## src/rtl/cmos_seq_pkg.sv

```systemverilog
// -----------------------------------------------------------------------------
// cmos_seq_pkg
// Shared definitions for the OV5640 power-up / bring-up sequencer:
//   - seq_state_t : 3-bit state codes, also exported on the debug/LED port
//   - DEF_*       : default timing constants for a 27 MHz system clock
//   - seq_out_t   : bundle of the registered sequencer outputs
//   - seq_outputs : output values held while the sequencer sits in a state
// -----------------------------------------------------------------------------
package cmos_seq_pkg;

  typedef enum logic [2:0] {
    ST_PWDN  = 3'd0,
    ST_RST   = 3'd1,
    ST_BOOT  = 3'd2,
    ST_CFG   = 3'd3,
    ST_SKIP  = 3'd4,
    ST_RUN   = 3'd5,
    ST_RETRY = 3'd6,
    ST_FAIL  = 3'd7
  } seq_state_t;

  localparam int unsigned DEF_T_PWDN_CYC      = 27000;    // 1 ms
  localparam int unsigned DEF_T_RST_CYC       = 27000;    // 1 ms
  localparam int unsigned DEF_T_BOOT_CYC      = 540000;   // 20 ms
  localparam int unsigned DEF_T_CFG_TIMEOUT   = 2700000;  // 100 ms
  localparam int unsigned DEF_SKIP_FRAMES     = 3;
  localparam int unsigned DEF_T_FRAME_TIMEOUT = 2700000;  // 100 ms
  localparam int unsigned DEF_MAX_RETRY       = 3;
  localparam int          DEF_CNT_W           = 24;

  typedef struct packed {
    logic pwdn;
    logic rst_n;
    logic cfg_rst;
    logic stream_en;
    logic fail;
  } seq_out_t;

  // RETRY keeps the camera pins where CFG/SKIP/RUN left them (powered, out of
  // reset); the camera is only power-cycled once PWDN is re-entered.
  function automatic seq_out_t seq_outputs(input seq_state_t st);
    seq_out_t o;
    o = '{pwdn: 1'b0, rst_n: 1'b1, cfg_rst: 1'b1, stream_en: 1'b0, fail: 1'b0};
    case (st)
      ST_PWDN: begin
        o.pwdn  = 1'b1;
        o.rst_n = 1'b0;
      end
      ST_RST: begin
        o.rst_n = 1'b0;
      end
      ST_BOOT: begin
        o.rst_n = 1'b1;
      end
      ST_CFG, ST_SKIP: begin
        o.cfg_rst = 1'b0;
      end
      ST_RUN: begin
        o.cfg_rst   = 1'b0;
        o.stream_en = 1'b1;
      end
      ST_RETRY: begin
        o.cfg_rst = 1'b1;
      end
      ST_FAIL: begin
        o.pwdn  = 1'b1;
        o.rst_n = 1'b0;
        o.fail  = 1'b1;
      end
      default: begin
        o.pwdn  = 1'b1;
        o.rst_n = 1'b0;
      end
    endcase
    return o;
  endfunction

endpackage

```

## src/rtl/sync_edge_det.sv

```systemverilog
// -----------------------------------------------------------------------------
// sync_edge_det
// Brings an asynchronous strobe into the clk domain through a 2-FF
// synchronizer and produces a registered one-cycle pulse on its rising edge.
// The pulse appears 3 clk edges after the edge that first samples the pin high.
//
// Ports:
//   clk    in   system clock
//   rst_n  in   asynchronous active-low reset (clears all flops)
//   din    in   asynchronous input strobe
//   rise   out  one-cycle pulse per rising edge of din (registered)
// -----------------------------------------------------------------------------
module sync_edge_det (
  input  logic clk,
  input  logic rst_n,
  input  logic din,
  output logic rise
);

  logic din_p0;
  logic din_p1;
  logic din_p2;

  always_ff @(posedge clk or negedge rst_n) begin
    if (!rst_n) begin
      din_p0 <= 1'b0;
      din_p1 <= 1'b0;
      din_p2 <= 1'b0;
      rise   <= 1'b0;
    end else begin
      // p0/p1: metastability synchronizer
      din_p0 <= din;
      din_p1 <= din_p0;
      // p2: previous synchronized value, for edge detection
      din_p2 <= din_p1;
      rise   <= din_p1 & ~din_p2;
    end
  end

endmodule

```

## src/rtl/cmos_power_seq.sv

```systemverilog
// -----------------------------------------------------------------------------
// cmos_power_seq
// Power-up and bring-up sequencer for the OV5640 camera path:
//   PWDN -> RST -> BOOT (datasheet delays) -> CFG (I2C config master released)
//   -> SKIP (discard the first frames) -> RUN (stream_en gates FIFO writes).
// Config error, config timeout or a missing vsync sends it to RETRY, which
// restarts from PWDN up to MAX_RETRY times and then parks in FAIL.
//
// Ports:
//   clk         in   system clock (27 MHz)
//   rst_n       in   asynchronous active-low reset
//   cmos_vsync  in   camera vsync, asynchronous to clk
//   cfg_done    in   config master finished (level, clk domain)
//   cfg_error   in   config master NACK/error (level, clk domain)
//   cmos_pwdn   out  camera power-down, active high
//   cmos_rst_n  out  camera reset, active low
//   cfg_rst     out  holds the config master in reset while high
//   stream_en   out  enables the camera write into the FIFO
//   fail        out  sticky bring-up failure
//   retry_cnt   out  restarts performed so far (saturating)
//   state       out  current state code, for debug/LED
//
// All T_* values must be >= 1 and < 2**CNT_W; SKIP_FRAMES must be >= 1 and
// MAX_RETRY must fit in the 2-bit retry_cnt.
// -----------------------------------------------------------------------------
module cmos_power_seq
  import cmos_seq_pkg::*;
#(
  parameter int unsigned T_PWDN_CYC      = DEF_T_PWDN_CYC,
  parameter int unsigned T_RST_CYC       = DEF_T_RST_CYC,
  parameter int unsigned T_BOOT_CYC      = DEF_T_BOOT_CYC,
  parameter int unsigned T_CFG_TIMEOUT   = DEF_T_CFG_TIMEOUT,
  parameter int unsigned SKIP_FRAMES     = DEF_SKIP_FRAMES,
  parameter int unsigned T_FRAME_TIMEOUT = DEF_T_FRAME_TIMEOUT,
  parameter int unsigned MAX_RETRY       = DEF_MAX_RETRY,
  parameter int          CNT_W           = DEF_CNT_W
) (
  input  logic       clk,
  input  logic       rst_n,
  input  logic       cmos_vsync,
  input  logic       cfg_done,
  input  logic       cfg_error,
  output logic       cmos_pwdn,
  output logic       cmos_rst_n,
  output logic       cfg_rst,
  output logic       stream_en,
  output logic       fail,
  output logic [1:0] retry_cnt,
  output logic [2:0] state
);

  localparam int SKIP_W = (SKIP_FRAMES > 1) ? $clog2(SKIP_FRAMES) : 1;

  // Terminal counts: a timed state lasts exactly T cycles, so it leaves on
  // the edge where the counter (cleared on entry) reads T-1.
  localparam logic [CNT_W-1:0]  PWDN_LAST  = CNT_W'(T_PWDN_CYC - 1);
  localparam logic [CNT_W-1:0]  RST_LAST   = CNT_W'(T_RST_CYC - 1);
  localparam logic [CNT_W-1:0]  BOOT_LAST  = CNT_W'(T_BOOT_CYC - 1);
  localparam logic [CNT_W-1:0]  CFG_LAST   = CNT_W'(T_CFG_TIMEOUT - 1);
  localparam logic [CNT_W-1:0]  FRAME_LAST = CNT_W'(T_FRAME_TIMEOUT - 1);
  localparam logic [SKIP_W-1:0] SKIP_LAST  = SKIP_W'(SKIP_FRAMES - 1);
  localparam logic [1:0]        RETRY_MAX  = 2'(MAX_RETRY);

  logic              vsync_rise;
  seq_state_t        state_q;
  seq_out_t          out_q;
  logic [CNT_W-1:0]  cnt_q;
  logic [SKIP_W-1:0] skip_q;

  sync_edge_det u_vsync_edge (
    .clk   (clk),
    .rst_n (rst_n),
    .din   (cmos_vsync),
    .rise  (vsync_rise)
  );

  // Single registered FSM. Every transition loads the outputs of the target
  // state in the same edge, so outputs change together with state_q.
  // cnt_q doubles as the delay counter (PWDN/RST/BOOT/CFG) and as the
  // frame-gap timer (SKIP/RUN), where each vsync edge restarts it.
  // Events are always checked before the counter compare so that an event
  // landing on the timeout cycle still wins.
  always_ff @(posedge clk or negedge rst_n) begin
    if (!rst_n) begin
      state_q   <= ST_PWDN;
      out_q     <= seq_outputs(ST_PWDN);
      cnt_q     <= '0;
      skip_q    <= '0;
      retry_cnt <= '0;
    end else begin
      cnt_q <= cnt_q + CNT_W'(1);
      case (state_q)
        ST_PWDN: begin
          if (cnt_q == PWDN_LAST) begin
            state_q <= ST_RST;
            out_q   <= seq_outputs(ST_RST);
            cnt_q   <= '0;
          end
        end
        ST_RST: begin
          if (cnt_q == RST_LAST) begin
            state_q <= ST_BOOT;
            out_q   <= seq_outputs(ST_BOOT);
            cnt_q   <= '0;
          end
        end
        ST_BOOT: begin
          if (cnt_q == BOOT_LAST) begin
            state_q <= ST_CFG;
            out_q   <= seq_outputs(ST_CFG);
            cnt_q   <= '0;
          end
        end
        ST_CFG: begin
          // Error has priority over done when both are seen together.
          if (cfg_error) begin
            state_q <= ST_RETRY;
            out_q   <= seq_outputs(ST_RETRY);
            cnt_q   <= '0;
          end else if (cfg_done) begin
            state_q <= ST_SKIP;
            out_q   <= seq_outputs(ST_SKIP);
            cnt_q   <= '0;
            skip_q  <= '0;
          end else if (cnt_q == CFG_LAST) begin
            state_q <= ST_RETRY;
            out_q   <= seq_outputs(ST_RETRY);
            cnt_q   <= '0;
          end
        end
        ST_SKIP: begin
          if (vsync_rise) begin
            cnt_q <= '0;
            // Entering RUN on the last discarded edge makes stream_en rise
            // right at a frame boundary.
            if (skip_q == SKIP_LAST) begin
              state_q <= ST_RUN;
              out_q   <= seq_outputs(ST_RUN);
            end else begin
              skip_q <= skip_q + SKIP_W'(1);
            end
          end else if (cnt_q == FRAME_LAST) begin
            state_q <= ST_RETRY;
            out_q   <= seq_outputs(ST_RETRY);
            cnt_q   <= '0;
          end
        end
        ST_RUN: begin
          // cfg_done/cfg_error are deliberately ignored once streaming.
          if (vsync_rise) begin
            cnt_q <= '0;
          end else if (cnt_q == FRAME_LAST) begin
            state_q <= ST_RETRY;
            out_q   <= seq_outputs(ST_RETRY);
            cnt_q   <= '0;
          end
        end
        ST_RETRY: begin
          cnt_q <= '0;
          if (retry_cnt == RETRY_MAX) begin
            state_q <= ST_FAIL;
            out_q   <= seq_outputs(ST_FAIL);
          end else begin
            retry_cnt <= retry_cnt + 2'd1;
            state_q   <= ST_PWDN;
            out_q     <= seq_outputs(ST_PWDN);
          end
        end
        ST_FAIL: begin
          // Terminal: only rst_n leaves this state.
          cnt_q <= '0;
        end
        default: begin
          state_q <= ST_FAIL;
          out_q   <= seq_outputs(ST_FAIL);
          cnt_q   <= '0;
        end
      endcase
    end
  end

  assign cmos_pwdn  = out_q.pwdn;
  assign cmos_rst_n = out_q.rst_n;
  assign cfg_rst    = out_q.cfg_rst;
  assign stream_en  = out_q.stream_en;
  assign fail       = out_q.fail;
  assign state      = state_q;

endmodule

```

## config.mk

```make
export PLATFORM = sky130hd
export DESIGN_NAME = cmos_power_seq
export DESIGN_NICKNAME = d
export VERILOG_FILES = /design/src/rtl/cmos_seq_pkg.sv /design/src/rtl/sync_edge_det.sv /design/src/rtl/cmos_power_seq.sv
export SDC_FILE = /design/constraint.sdc
export NUM_CORES = 1
export LEC_CHECK = 0
export BUFFER_PORTS_ARGS = -buffer_cell sky130_fd_sc_hd__buf_2
export CAP_MARGIN = 15
export CELL_PAD_IN_SITES_DETAIL_PLACEMENT = 1
export CELL_PAD_IN_SITES_GLOBAL_PLACEMENT = 1
export CORE_ASPECT_RATIO = 0.75
export CORE_UTILIZATION = 45
export CTS_CLUSTER_SIZE = 25
export DETAILED_ROUTE_END_ITERATION = 12
export PLACE_DENSITY = 0.76
export SLEW_MARGIN = 20
export SYNTH_ARGS = -nofsm -noshare
export SYNTH_HDL_FRONTEND = slang
export SYNTH_SLANG_ARGS = --single-unit
```

## constraint.sdc

```tcl
create_clock -name clk -period 2.3 [get_ports clk]
set_input_delay 0.115 -clock clk [delete_from_list [all_inputs] [get_ports clk]]
set_output_delay 0.115 -clock clk [all_outputs]
set_load 0.005 [all_outputs]
```

# ---- After elaboration in Yosys (flattened, before gate mapping)
# Index checks and enable logic that the tools add are counted.
# Widths: inputs -> output; s select.
dict set report word_totals {
  ram_bits 0
  wordCells 83
  romBits 0
  reg_bits 40
  inputBits 5
  mem_count 0
  output_inout_bits 10
  latchBits 0
}
dict set report classes {
  order_cmp 0
  n_addsub 3
  n_shift 0
  reduce_logical 9
  n_bitwise 3
  eq_ne 21
  multipliers 0
  n_div 0
  mux 34
}
# cell count
set ops {}
lappend ops {{$mux 24} 6}
lappend ops {{$pmux 24 s5} 1}
lappend ops {{$mux 5} 9}
lappend ops {{$pmux 5 s7} 1}
lappend ops {{$mux 3} 10}
lappend ops {{$add 24x1->24 const B} 1}
lappend ops {{$eq 24x15->1 const B} 1}
lappend ops {{$eq 24x20->1 const B} 1}
lappend ops {{$eq 24x22->1 const B} 1}
lappend ops {{$pmux 3 s7} 1}
lappend ops {{$ne 2x2->1 const B} 7}
lappend ops {{$eq 3x3->1 const B} 4}
lappend ops {{$mux 2} 4}
lappend ops {{$reduce_bool 7->1} 1}
lappend ops {{$eq 3x2->1 const B} 2}
lappend ops {{$reduce_and 6->1} 1}
lappend ops {{$reduce_or 2->1} 3}
lappend ops {{$reduce_and 5->1} 1}
lappend ops {{$add 2x1->2 const B} 2}
lappend ops {{$eq 2x2->1 const B} 2}
lappend ops {{$pmux 2 s2} 1}
lappend ops {{$eq 3x1->1 const B} 1}
lappend ops {{$logic_not 3->1} 1}
lappend ops {{$ne 3x3->1 const B} 1}
lappend ops {{6 further kinds} 7}

# ---- Logic depth before layout (Yosys ltp)
dict set report logic_depth {
  ltp_word 5
  mapped_depth 8
  ltp_nobuf 7
}

# ---- Cells and area by module
# A second synthesis with hierarchy kept.
dict set report hier_totals {
  hier_cells 227
  hier_area_um2 2200.9
}
# mod instances seq_area_each_um2 area_per_inst_um2 cells_per_inst
set modules_own_cells {}
lappend modules_own_cells {cmos_power_seq 1 903.4 2087.0 222}
lappend modules_own_cells {sync_edge_det 1 100.1 113.9 5}

# ---- Worst setup path after synthesis
# OpenSTA, ideal clock, no wires.
dict set report synth_timing {
  path_kind {register to register}
  from {register cnt_q[0]}
  to {register cnt_q[10]}
  synth_period_minus_slack_ps 1857
  stages_incl_launch_ff 8
  arrival_time_ps 1734
  required_ps 2177
  slack_ps 443
  n_path_buf 1
  setup_ps 123
  path_cell_list {dfrtp_1 > ha_1 > and4bb_2 > and3_1 > nand4b_1 > a21oi_2 > buf_2 > nor2_1}
}
dict set report synth_between {
  elab_chain_cells 5
  word_cells_on_any_way 11
  classes_between {1 x add/sub; 3 x eq/ne; 7 x mux}
}
# element line_no
set synth_rtl {}
lappend synth_rtl {{start, declared} cmos_power_seq.sv:67} ;# logic [CNT_W-1:0] cnt_q;
lappend synth_rtl {{start signal, assigned} cmos_power_seq.sv:91} ;# cnt_q <= cnt_q + CNT_W'(1);
lappend synth_rtl {{$add 24x1->24 / $eq 24x22->1 (equally long branches)} -}
lappend synth_rtl {{$mux 24} {cmos_power_seq.sv:125, cmos_power_seq.sv:142, cmos_power_seq.sv:152}}
lappend synth_rtl {{$mux 24} cmos_power_seq.sv:120} ;# end else if (cfg_done) begin
lappend synth_rtl {{$mux 24} cmos_power_seq.sv:116} ;# if (cfg_error) begin
lappend synth_rtl {{$pmux 24 s5 (*)} cmos_power_seq.sv:92} ;# case (state_q)
# Mark *: on every way between the ends. The rest lies on a longest branch, timed or not.
# A chain may end at the register's enable or synchronous reset.

# ---- Final worst setup path
dict set report layout_timing {
  from {register cnt_q[0]}
  to {register state_q[0] (netlist: state[0])}
}
dict set report layout_between {
  elab_chain_cells 5
  word_cells_on_any_way 13
  classes_between {6 x eq/ne; 6 x mux; 1 x reduce/logical}
}
# element line_no
set layout_rtl {}
lappend layout_rtl {{$eq 24x22->1} {cmos_power_seq.sv:125, cmos_power_seq.sv:142, cmos_power_seq.sv:152}}
lappend layout_rtl {{$mux 3 (3 in series)} -}
lappend layout_rtl {{$pmux 3 s7} -}
lappend layout_rtl {{end signal, assigned} cmos_power_seq.sv:85} ;# state_q <= ST_PWDN;
lappend layout_rtl {{end signal, assigned} cmos_power_seq.sv:95} ;# state_q <= ST_RST;
lappend layout_rtl {{end signal, assigned} cmos_power_seq.sv:102} ;# state_q <= ST_BOOT;
lappend layout_rtl {{end, declared} cmos_power_seq.sv:65} ;# seq_state_t state_q;
# Parallel ways exist; a longest one is shown, timed or not. The select of a mux whose other input is x is not followed.

==> impl_metrics.yaml <==
outcome:
  run_status: "complete, no violations"
yosys:
  yosysMostFrequentCell: "dfrtp_1"
  synth_warnings: 0
  ys.flop_type: "dfrtp_1"
  async_reset_ff_frac: 1.000
  synth_mux_area_frac: 0.01078
  ys_seq_area_frac: 0.4805
  synth_adder_area_share: 0.01797
  synth_top_family_by_area: "simple AND/OR/NAND/NOR gates"
  synth-edff-count: 0
  ys_top_cells_by_count: "38 x dfrtp_1, 36 x nor2_1, 23 x nand2_1, 12 x nand3_1, 12 x xor2_1"
  synth_xor_area_frac: 0.09646
  synthCells: 217
  synth_area_um2: 2088
  synth_top_cell_area_share: 0.4554
  synth_area_leader_cell: "dfrtp_1"
  synth_compound_area_frac: 0.08388
  synth.distinct_cells: 47
  synth-seq-cells: 40
  syn-num-nets: 225
  synth_area_per_cell_um2: 9.623
  synthTopCellsByArea: "dfrtp_1 46%, nor2_1 6.5%, xor2_1 5.0%, xnor2_1 4.6%, nand2_1 4.1%"
  synthSimpleGateAreaFrac: 0.2858
placed_design:
  placed_area_um2: 2250
  pre_cts_slack_ns: 0.2923
  place.gp.congestion: 0.7732
  dpl.cell_count: 288
  port_buffers: 14
  dpl.hpwl_mm: 3.526
flow_run:
  drv_cap: 0
detailed_routing:
  route.vias.total: 1622
  drt_iter0_markers: 72
  drtAntennaViolNets: 0
  route.final.wire_length_mm: 4.840
  viasPerCell: 5.443
  drt_first_pass_iters: 4
  route.detailed.drc: 0
  wl_per_cell_um: 16.24
floorplanning:
  num_rows: 21
  die_h_um: 61.00
  die_area_um2: 4920
  start_util: 0.4675
  ios: 15
  core_um2: 4467
  die_w_um: 80.66
worst_setup_path:
  required_ns: 2.49
  cp_slowest_stage_delay_ns: 0.40
  r2r_start: "cnt_q[0]"
  crit_chain: "ha_1, and4bb_2, nand4bb_1, o21ai_1, nand3_2, a21o_1, a32o_1"
  critPathKind: "flop to flop"
  startpoint: "cnt_q[0]"
  slowest_stage: "dfrtp_1"
  worstSetupEndpointType: "flop"
  critPathLaunchType: "flop"
  crit_fanout: 9
  arrival_ns: 2.21
clocking:
  cts-root-buf: "clkbuf_8"
  cts_buffer_depth: 2
  clock-sinks: 40
  cts_setup_buffers: 0
  cts_tree: "done"
  cts_hold_buf: 2
  clk_latency_ns: 0.30
  cts_inserted_buffers: 5
  clkTransAtPathRegs_ns: 0.08
  h-tree-depth: 2
  postCtsResizedCells: 0
power:
  power_density_nw_per_um2: 521.5
  intPower_mw: 0.9574
  swShare: 0.2240
  power.switching_mw: 0.2763
  ir_drop_uv: 354.6
  combPwrFrac: 0.019
  pwr-share-clk: 0.407
  power.total_mw: 1.234
  p_seq_frac: 0.574
  leakage_nw: 1.060
global_route:
  grt_pass1_wl_mm: 7.762
  antenna_found_initial: 0
  track_usage: 0.2171
  grt_pass1_vias: 1577
  grt_max_degree: 41
  grt.overflow.total: 0
sta:
  fin_ws_ns: 0.2751
  whs_ns: 0.2542
  relSlewSlack: 0.4173
  hold_violations: 0
  worst-slew-pin-transition_ns: 0.8740
  fin_crit_ns: 2.025
  setup_viol: 0
  drv_slew: 0
  fin_tns_setup_ns: 0
  fmax_ghz: 0.4938
  finalCritPeriodShare: 0.8804
  fin_skew_ns: 0.005985
  rsz0062_at_grt: "false"
hold_path:
  hp-class: "primary input to flop"
  min-delay-start: "cfg_done"
finish:
  final_area_um2: 2366
  layout-area-overhead-vs-synth_pct: 13.30
  fin_nets: 248
  fillers: 543
  drive_gt1_frac: 0.1950
  finalNonFillerCells: 298
  antenna_cells: 0
  final_util: 0.5297
## cell usage in the layout (no fill, tap or decap), drive strengths merged, types with 3 or more instances in the layout
cell type and n:
a21oi 7, and3 4, buf 20, clkbuf 6, dfrtp 38, ha 3
inv 8, nand2 23, nand3 14, nand4 4, nor2 40, nor2b 6
nor3 4, o21ai 5, xnor2 11, xor2 12
## routing by layer
| layer | global-route usage | share of wire | vias to the layer above |
|---|---|---|---|
| met1 | 0.3154 | 0.51 | 803 |
| met2 | 0.3196 | 0.45 | 17 |
| met4 | 0.07908 | 0.013 | 0 |
| met3 | 0.04662 | 0.023 | 8 |
| met5 | 0 | 0 | - |
| li1 | - | - | 794 |
## critical path, delay by kind of cell, from the launching register on
| kind | cells | cell delay, ns |
|---|---|---|
| AOI/OAI and AO/OA | 3 | 0.69 |
| adders and majority gates | 1 | 0.22 |
| DFF | 1 | 0.40 |
| and+or+nand+nor | 3 | 0.60 |
## registers in the layout, summed over array words and instances (netlist names)
| signal | flops |
|---|---|
| u_vsync_edge.din_p1 | 1 |
| cnt_q | 24 |
| u_vsync_edge.din_p0 | 1 |
| cmos_pwdn | 1 |
| fail | 1 |
| u_vsync_edge.rise | 1 |
| cmos_rst_n | 1 |
| cfg_rst | 1 |
| u_vsync_edge.din_p2 | 1 |
| retry_cnt | 2 |
| stream_en | 1 |
| skip_q | 2 |
| state | 3 |
## power by group through the flow
stage	registers (mW)	clock network [mW]	logic [mW]
2_1_floorplan	0.722	0	0.00275
3_3_place_gp	0.722	0	0.0216
3_5_place_dp	0.722	0	0.0219
4_1_cts	0.708	0.510	0.0244
5_1_grt	0.709	0.541	0.0270
6_report	0.708	0.503	0.0230
## logic make-up (layout without fill, tap and decap cells)
group / count (synthesis) / count (layout)
and+or+nand+nor: 110 / 110
adders and majority gates: 3 / 3
buffers and inverters: 13 / 37
xor gates and xnor gates: 23 / 23
muxes: 2 / 2
AOI/OAI and AO/OA: 26 / 26
DFF: 40 / 40
## path summary, 6_finish.rpt
path / depth (start not counted) / end / slack (ns)
hold reg to reg: 0 / u_vsync_edge.din_p1 / 0.35
min in group asynchronous: 2 / skip_q[1] / 0.50
setup reg to reg: 7 / state[0] / 0.28
max in group asynchronous: 2 / state[2] / 1.24
hold / removal: 5 / state[2] / 0.25
setup / recovery: 7 / state[0] / 0.28
## cell type report
| class | count | area, um^2 | share of cell area |
|---|---|---|---|
| multi-input combinational | 164 | 1033 | 0.4368 |
| inverter | 7 | 26.28 | 0.01111 |
| timing repair buffer | 22 | 135.1 | 0.05711 |
| clock buffer | 6 | 82.58 | 0.03490 |
| clock inverter | 2 | 13.76 | 0.005817 |
| tap | 57 | 71.32 | 0.03014 |
| sequential | 40 | 1003 | 0.4241 |
(Power assumes the default switching activity.)
